`src/rtl/vga_timing_gen.sv`:
```
// Parametrised raster timing generator.
// Walks a horizontal/vertical counter pair across the full raster and emits
// registered sync, blanking, coordinate and line/frame strobe signals. The
// outputs describe the counter position from before each enabled edge, so
// they lag the counters by one pixel.
//
// Ports:
//   pixel_clock_int  pixel clock, all logic on its rising edge
//   reset            asynchronous active-high reset
//   enable           pixel advance qualifier
//   horiz_sync_out   horizontal sync, active level H_SYNC_POL
//   vert_sync_out    vertical sync, active level V_SYNC_POL
//   video_on         high inside the visible area
//   pixel_column     current column inside the visible area, else 0
//   pixel_row        current row inside the visible area, else 0
//   line_start       one enabled-cycle pulse at column 0 of every line
//   frame_start      one enabled-cycle pulse at pixel (0,0)
//   vblank           high on lines V_ACTIVE..V_TOTAL-1
module vga_timing_gen #(
  parameter int unsigned H_ACTIVE   = 640,
  parameter int unsigned H_FRONT    = 16,
  parameter int unsigned H_SYNC     = 96,
  parameter int unsigned H_BACK     = 48,
  parameter int unsigned V_ACTIVE   = 480,
  parameter int unsigned V_FRONT    = 10,
  parameter int unsigned V_SYNC     = 2,
  parameter int unsigned V_BACK     = 33,
  parameter bit          H_SYNC_POL = 1'b0,
  parameter bit          V_SYNC_POL = 1'b0,
  parameter int unsigned CNT_W      = 10
) (
  input  logic             pixel_clock_int,
  input  logic             reset,
  input  logic             enable,
  output logic             horiz_sync_out,
  output logic             vert_sync_out,
  output logic             video_on,
  output logic [CNT_W-1:0] pixel_column,
  output logic [CNT_W-1:0] pixel_row,
  output logic             line_start,
  output logic             frame_start,
  output logic             vblank
);

  localparam int unsigned H_TOTAL  = H_ACTIVE + H_FRONT + H_SYNC + H_BACK;
  localparam int unsigned V_TOTAL  = V_ACTIVE + V_FRONT + V_SYNC + V_BACK;
  // Inclusive sync windows; the end value never exceeds TOTAL-1 so it fits CNT_W.
  localparam int unsigned HS_START = H_ACTIVE + H_FRONT;
  localparam int unsigned HS_END   = HS_START + H_SYNC - 1;
  localparam int unsigned VS_START = V_ACTIVE + V_FRONT;
  localparam int unsigned VS_END   = VS_START + V_SYNC - 1;

  logic [CNT_W-1:0] h_cnt;
  logic [CNT_W-1:0] v_cnt;

  logic h_last_c;
  logic v_last_c;
  logic hsync_c;
  logic vsync_c;
  logic h_vis_c;
  logic v_vis_c;
  logic h_zero_c;
  logic v_zero_c;

  // Position decode from the current counter values.
  always_comb begin
    h_last_c = (h_cnt == CNT_W'(H_TOTAL - 1));
    v_last_c = (v_cnt == CNT_W'(V_TOTAL - 1));
    hsync_c  = (h_cnt >= CNT_W'(HS_START)) && (h_cnt <= CNT_W'(HS_END));
    vsync_c  = (v_cnt >= CNT_W'(VS_START)) && (v_cnt <= CNT_W'(VS_END));
    h_vis_c  = (h_cnt < CNT_W'(H_ACTIVE));
    v_vis_c  = (v_cnt < CNT_W'(V_ACTIVE));
    h_zero_c = (h_cnt == '0);
    v_zero_c = (v_cnt == '0);
  end

  // Raster counters; the vertical counter steps only as the line wraps.
  always_ff @(posedge pixel_clock_int or posedge reset) begin
    if (reset) begin
      h_cnt <= '0;
      v_cnt <= '0;
    end else if (enable) begin
      if (h_last_c) begin
        h_cnt <= '0;
        v_cnt <= v_last_c ? '0 : v_cnt + CNT_W'(1);
      end else begin
        h_cnt <= h_cnt + CNT_W'(1);
      end
    end
  end

  // Registered outputs; levels hold while enable is low, strobes drop to 0.
  always_ff @(posedge pixel_clock_int or posedge reset) begin
    if (reset) begin
      horiz_sync_out <= ~H_SYNC_POL;
      vert_sync_out  <= ~V_SYNC_POL;
      video_on       <= 1'b0;
      pixel_column   <= '0;
      pixel_row      <= '0;
      line_start     <= 1'b0;
      frame_start    <= 1'b0;
      vblank         <= 1'b0;
    end else if (enable) begin
      horiz_sync_out <= hsync_c ? H_SYNC_POL : ~H_SYNC_POL;
      vert_sync_out  <= vsync_c ? V_SYNC_POL : ~V_SYNC_POL;
      video_on       <= h_vis_c && v_vis_c;
      pixel_column   <= (h_vis_c && v_vis_c) ? h_cnt : '0;
      pixel_row      <= (h_vis_c && v_vis_c) ? v_cnt : '0;
      line_start     <= h_zero_c;
      frame_start    <= h_zero_c && v_zero_c;
      vblank         <= ~v_vis_c;
    end else begin
      line_start     <= 1'b0;
      frame_start    <= 1'b0;
    end
  end

endmodule

```
`config.mk`:
```
export PLATFORM = sky130hd
export DESIGN_NAME = vga_timing_gen
export DESIGN_NICKNAME = d
export VERILOG_FILES = /design/src/rtl/vga_timing_gen.sv
export SDC_FILE = /design/constraint.sdc
export NUM_CORES = 1
export LEC_CHECK = 0
export BUFFER_PORTS_ARGS = -buffer_cell sky130_fd_sc_hd__buf_4
export CAP_MARGIN = 25
export CELL_PAD_IN_SITES_DETAIL_PLACEMENT = 1
export CELL_PAD_IN_SITES_GLOBAL_PLACEMENT = 2
export CORE_AREA = 2 2 65 91
export CTS_CLUSTER_SIZE = 20
export DETAILED_ROUTE_END_ITERATION = 10
export DIE_AREA = 0 0 67 93
export PLACE_DENSITY = 0.87
export SETUP_SLACK_MARGIN = 0.05
export SYNTH_ARGS = -nofsm -noshare
export SYNTH_HDL_FRONTEND = slang
export SYNTH_SLANG_ARGS = --single-unit
```
`constraint.sdc`:
```
create_clock -name pixel_clock_int -period 4.3 [get_ports pixel_clock_int]
set_input_delay 1.29 -clock pixel_clock_int [delete_from_list [all_inputs] [get_ports pixel_clock_int]]
set_output_delay 1.29 -clock pixel_clock_int [all_outputs]
set_load 0.01 [all_outputs]
```
==> flow_summary.toml, run 1 <==
[logic_synthesis]
synth.cell_area_mm2 = 0.002090
async_flop_share_pct = 100.0
syn-num-nets = 193
yosysMostFrequentCell = "dfrtp_1"
yosys_register_bits = 46
yosys.area.top_type = "dfrtp_1"
synth_edf_count = 0
yosys-top-cells-count = "dfrtp_1 (44), a22o_1 (20), nor2_1 (13)"
postSynthAreaPerCell_um2 = 11.29
synth_flop_cell = "dfrtp_1"
yosys.area.top_type_share_pct = 52.69
synthTopCellsByArea = "dfrtp_1 (53%), a22o_1 (8.4%), ha_1 (3.0%), xnor2_1 (2.9%), dfstp_2 (2.5%)"
seq_area_frac_synth_pct = 55.21
synthDistinctLibCells = 39
synthCells = 185
yosys_warnings = 0

[worst_setup_path]
start_kind = "input port"
cp_data_arrival_time_ns = 2.65
end_kind = "flop"
crit_type = "in -> reg"
crit_fanout = 16
critPathRequiredTime_ns = 4.50

[global_routing]
grt_max_degree = 47
grt_use_total_pct = 17.38
grt_pass1_vias = 1589
grt_remaining_overflow = 0
antenna_found_initial = 0
grt_pass1_wl_um = 8176

[cts]
cts_tree = "yes"
cts_resized = 0
insertion_delay_ns = 0.31
clkTransAtPathRegs_ns = 0.10
numCtsBuffers = 5
cts_setup_buffers = 0
cts_buffer_depth = 2
root_buffer = "clkbuf_8"
hold_buffers = 0
cts_sinks = 46
cts_max_level = 2

[power_and_ir_drop]
seq_power_share_pct = 54.8
p_int_uw = 718.2
powerDensity_mw_per_mm2 = 439.9
netSwitchingFraction_pct = 32.67
pwr-share-comb_pct = 19.1
switchingPower_uw = 348.5
finalPower_uw = 1067
ir_worst_vdd_uv = 177.7
power_frac_clock_pct = 26.1
p_leak_uw = 0.001133

[sta]
slew_headroom_pct = 47.07
hold_viol_final = 0
period_share_pct = 56.96
drv_slew = 0
maxClockFrequency_mhz = 408.3
rsz0062_at_grt = "no"
setup-tns-final_ns = 0
setup_viol = 0
skew_ns = 0.01134
worst_pin_slew_ns = 0.7940
period_needed_ns = 2.449

[layout]
syn_to_final_growth_pct = 16.05
drive_gt1_share_pct = 21.05
diodes = 0
fillers = 625
final_nets = 216
utilization_pct = 44.53

[floorplan]
dieArea_mm2 = 0.006231
rows = 32
die_x_um = 67
io_pins = 29
dieHeight_um = 93
initial_core_util_pct = 38.37
core_mm2 = 0.005445

[placed_design]
dp_hpwl_um = 3405
globalplace.congestion = 0.7843
io_buffers = 28

[detailed_routing]
via_per_inst = 5.513
drt_iter0_drc = 74
dr.pass1.iters = 4
drc = 0
ant_nets = 0
vias = 1527
wl_um = 4892
wl_per_cell_um = 17.66

[job]
drv_cap = 0

[worst_hold_path]
hold_path.class = "reg -> reg"

[status]
status = "completed"
cells in the final DEF (no fill, tap or decap), types with 3 or more instances in the layout:
cell type	n
a21oi_1	3
a22o_1	20
and3_1	6
buf_4	29
clkbuf_8	5
dfrtp_1	44
ha_1	5
inv_1	6
nand2_1	8
nand3_1	9
nand4_1	6
nor2_1	13
nor4b_1	3
o21ai_0	7
xnor2_1	7
xor2_1	3
cell type report:
class / count / area [µm²] / area share [%]
Sequential cell: 46 / 1154 / 47.57
Inverter: 7 / 26.28 / 1.084
Timing Repair Buffer: 29 / 217.7 / 8.978
Multi-Input combinational cell: 119 / 849.6 / 35.04
Tap cell: 68 / 85.08 / 3.509
Clock inverter: 3 / 23.77 / 0.9804
Clock buffer: 5 / 68.82 / 2.838
cells by family (layout without fill, tap and decap cells):
group           count (synthesis)  after routing  share of synthesized area [%]
compound gates                 40             40                          14.37
xor+xnor                       10             10                          4.192
fa+ha+maj                       5              5                          2.994
buf+inv                        20             44                          4.132
flops                          46             46                          55.21
mux                             4              4                          2.036
simple gates                   60             60                          17.07
sequential cells by signal, indices dropped and copies added (netlist names):
name / flops
video_on: 1
vblank: 1
frame_start: 1
v_cnt: 10
horiz_sync_out: 1
vert_sync_out: 1
h_cnt: 10
pixel_row: 10
line_start: 1
pixel_column: 10
critical path: stages:
cell and delay [ns]:
buf_4 0.19, and4_1 0.29, nand3_2 0.24, nor3_1 0.27
mux2_2 0.35
through the flow:
stage                     instance area [µm²]  hold slack [ns]  std cells  setup slack [ns]
final                                    2425           0.5034        277             1.851
after global routing                     2425           0.5299        277             1.709
after CTS                                2425           0.5058        277             1.870
after detailed placement                 2332           0.4824        269             1.540
after global placement                   2332           0.4693        269             1.591
after floorplan                          2090           0.4973        185             1.926
metal layers:
metal | global-route usage, % | share of wire, % | up-vias
met5 | 0 | 0 | -
met4 | 5.102 | 1.3 | 0
met3 | 3.249 | 2.5 | 6
met2 | 29.87 | 54 | 23
met1 | 21.83 | 42 | 787
li1 | - | - | 711
power groups by stage:
| stage | clock network (µW) | registers (µW) | logic (µW) |
|---|---|---|---|
| after floorplan | 0 | 564 | 149 |
| after global placement | 0 | 593 | 203 |
| after detailed placement | 0 | 596 | 207 |
| after CTS | 289 | 587 | 209 |
| after global routing | 303 | 596 | 225 |
| final | 279 | 585 | 204 |
worst paths after layout:
kind	startpoint	end	slack (ns)	depth (start not counted)
max	enable	v_cnt[7]	1.85	5
min	video_on	video_on	0.50	1
max reg2reg	h_cnt[0]	v_cnt[7]	2.32	5
min reg2reg	video_on	video_on	0.50	1
max in group asynchronous	reset	line_start	2.77	3
min in group asynchronous	reset	pixel_column[6]	1.13	3
No activity file was read; power rests on OpenSTA's default activity.
==> run 2: changes to the inputs <==
- ABC_AREA: not set -> 1
- CORE_AREA: 2 2 65 91 -> 2 2 77 109
- DIE_AREA: 0 0 67 93 -> 0 0 79 111
- PLACE_DENSITY: 0.87 -> 0.8
- clock period: 4.3 -> 2.24 ns (I/O delays scaled with it)
==> run 2 against run 1 <==
  * Final cell count up 50%
  * Die area up 41%
  * Count of clock-buffer cells in the layout up 2
  * Wire length up 24%
  * Global-route usage down 2.3 points
  * Clock skew down 0.0024 ns
  * Critical path depth up 2
  * Via count up 24%
  * Worst hold slack worse by 0.075 ns
  * Worst setup slack worse by 1.3 ns
  * Critical endpoint is now v_cnt[0]
  * Largest cell class unchanged
==> flow_summary.toml, run 2 <==
[status]
status = "completed"

[worst_hold_path]
hold_path.class = "in -> async"

[placed_design]
placed_cell_area_mm2 = 0.002650
globalplace.congestion = 0.8177
io_buffers = 28
dp_hpwl_um = 4554
dp_slack_ns = 0.4371

[logic_synthesis]
yosys.area.top_type = "dfrtp_1"
yosys-top-cells-count = "nand2_1 (94), dfrtp_1 (44), nor2_1 (33)"
synth.cell_area_mm2 = 0.002357
synthDistinctLibCells = 32
synthCells = 286
yosys.area.top_type_share_pct = 46.71
yosys_register_bits = 46
seq_area_frac_synth_pct = 48.94
syn-num-nets = 294
synth_flop_cell = "dfrtp_1"
yosysMostFrequentCell = "nand2_1"
synth_edf_count = 0
async_flop_share_pct = 100.0
postSynthAreaPerCell_um2 = 8.242
yosys_warnings = 0
synthTopCellsByArea = "dfrtp_1 (47%), nand2_1 (15%), nor2_1 (5.3%), nand3_1 (3.4%), inv_1 (3.3%)"

[sta]
worst_pin_slew_ns = 0.5401
rsz0062_at_grt = "no"
drv_slew = 0
skew_ns = 0.008895
slew_headroom_pct = 63.94
period_needed_ns = 1.674
maxClockFrequency_mhz = 597.2
setup_viol = 0
setup_ws_ns = 0.5656
hold_viol_final = 0
period_share_pct = 74.75
setup-tns-final_ns = 0

[floorplan]
rows = 39
dieHeight_um = 111
io_pins = 29
die_x_um = 79
initial_core_util_pct = 29.82
core_mm2 = 0.007905
dieArea_mm2 = 0.008769

[power_and_ir_drop]
finalPower_uw = 2171
powerDensity_mw_per_mm2 = 775.9
p_leak_uw = 0.001420
ir_worst_vdd_uv = 311.2

[worst_setup_path]
reg2reg_setup_slack_ns = 0.57
rr_worst_depth = 7
critPathRequiredTime_ns = 2.39
crit_path_start = "v_cnt[0]"
start_kind = "flop"
cp_data_arrival_time_ns = 1.82
r2r_start = "v_cnt[0]"
end_kind = "flop"
rr_endpoint = "v_cnt[0]"
crit_end = "v_cnt[0]"
crit_type = "reg -> reg"
crit_fanout = 6

[cts]
cts_max_level = 2
cts_resized = 0
cts_setup_buffers = 0
cts_tree = "yes"
cts_buffer_depth = 2
clkTransAtPathRegs_ns = 0.06
hold_buffers = 0
numCtsBuffers = 5
insertion_delay_ns = 0.29
cts_sinks = 46
root_buffer = "clkbuf_16"

[global_routing]
grt_use_total_pct = 15.12
grt_pass1_wl_um = 10300
grt_remaining_overflow = 0
grt_pass1_vias = 2097
grt_max_degree = 27
antenna_found_initial = 0

[layout]
drive_gt1_share_pct = 20.70
layout_common_cells = "nand2_1 (94), dfrtp_1 (44), nor2_1 (33)"
utilization_pct = 35.39
fillers = 990
diodes = 0
final_nets = 321
stdcell_area_mm2 = 0.002798
syn_to_final_growth_pct = 18.68
mostFrequentLayoutCell = "nand2_1"

[detailed_routing]
via_per_inst = 4.563
wl_um = 6054
ant_nets = 0
drt_iter0_drc = 53
drc = 0
wl_per_cell_um = 14.55
dr.pass1.iters = 4
vias = 1898

[job]
drv_cap = 0
-- run 2: cell count changes after synthesis, sizes merged, moves of 7 or more --
cell / before / now
inv: 7 / 29
nand2: 8 / 99
o21ai: 7 / 14
a22o: 20 / 0
nand3: 10 / 18
nor2: 13 / 38
-- run 2: critical path: stages, from the launching register on --
cell,delay (ns)
dfrtp_1,0.40
inv_1,0.19
ha_1,0.18
inv_1,0.05
nor2_1,0.12
nand4_1,0.28
nand3_1,0.18
o21ai_0,0.13
-- run 2: metrics by stage --
stage          hold slack, ns  instances
2_1_floorplan          0.4693        286
3_3_place_gp           0.4664        408
3_5_place_dp           0.4711        408
4_1_cts                0.4504        416
5_1_grt                0.4979        416
6_report               0.4286        416
-- run 2: worst min path at each step --
stage | start | cells past startpoint | endpoint
floorplan | h_cnt[0] | 2 | pixel_column[0]
global placement | pixel_column[7] | 2 | pixel_column[7]
detailed placement | pixel_column[7] | 2 | pixel_column[7]
CTS | reset | 2 | pixel_row[0]
global route | reset | 2 | pixel_column[1]
finish | reset | 2 | pixel_column[9]
-- run 2: final cells by class --
type	instances	area [µm²]	share of cell area [%]
Clock inverter	1	5.005	0.1789
Tap cell	102	127.6	4.562
Multi-Input combinational cell	200	1026	36.67
Sequential cell	46	1154	41.23
Timing Repair Buffer	30	225.2	8.050
Inverter	30	117.6	4.204
Clock buffer	7	142.6	5.098
-- run 2: cell families (layout without fill, tap and decap cells) --
family	count (synthesis)	in the layout	synth area share, %
xor gates and xnor gates	7	7	2.601
AOI/OAI and AO/OA	15	15	3.716
DFF	46	46	48.94
and+or+nand+nor	173	173	34.55
buffers and inverters	40	68	7.537
adders and majority gates	5	5	2.654
-- run 2: power breakdown --
part / switching (µW) / internal, µW
sequential: 103 / 928
combinational: 226 / 158
clock: 314 / 443
-- run 2: per-layer routing --
metal / up-vias / share of wire (%) / routed length [µm] / GRT usage [%]
met5: - / 0 / 0 / 0
met4: 0 / 2.6 / 155 / 6.322
met3: 12 / 2.4 / 147 / 2.443
met2: 29 / 55 / 3317 / 27.23
met1: 917 / 40 / 2434 / 17.32
li1: 940 / - / - / -
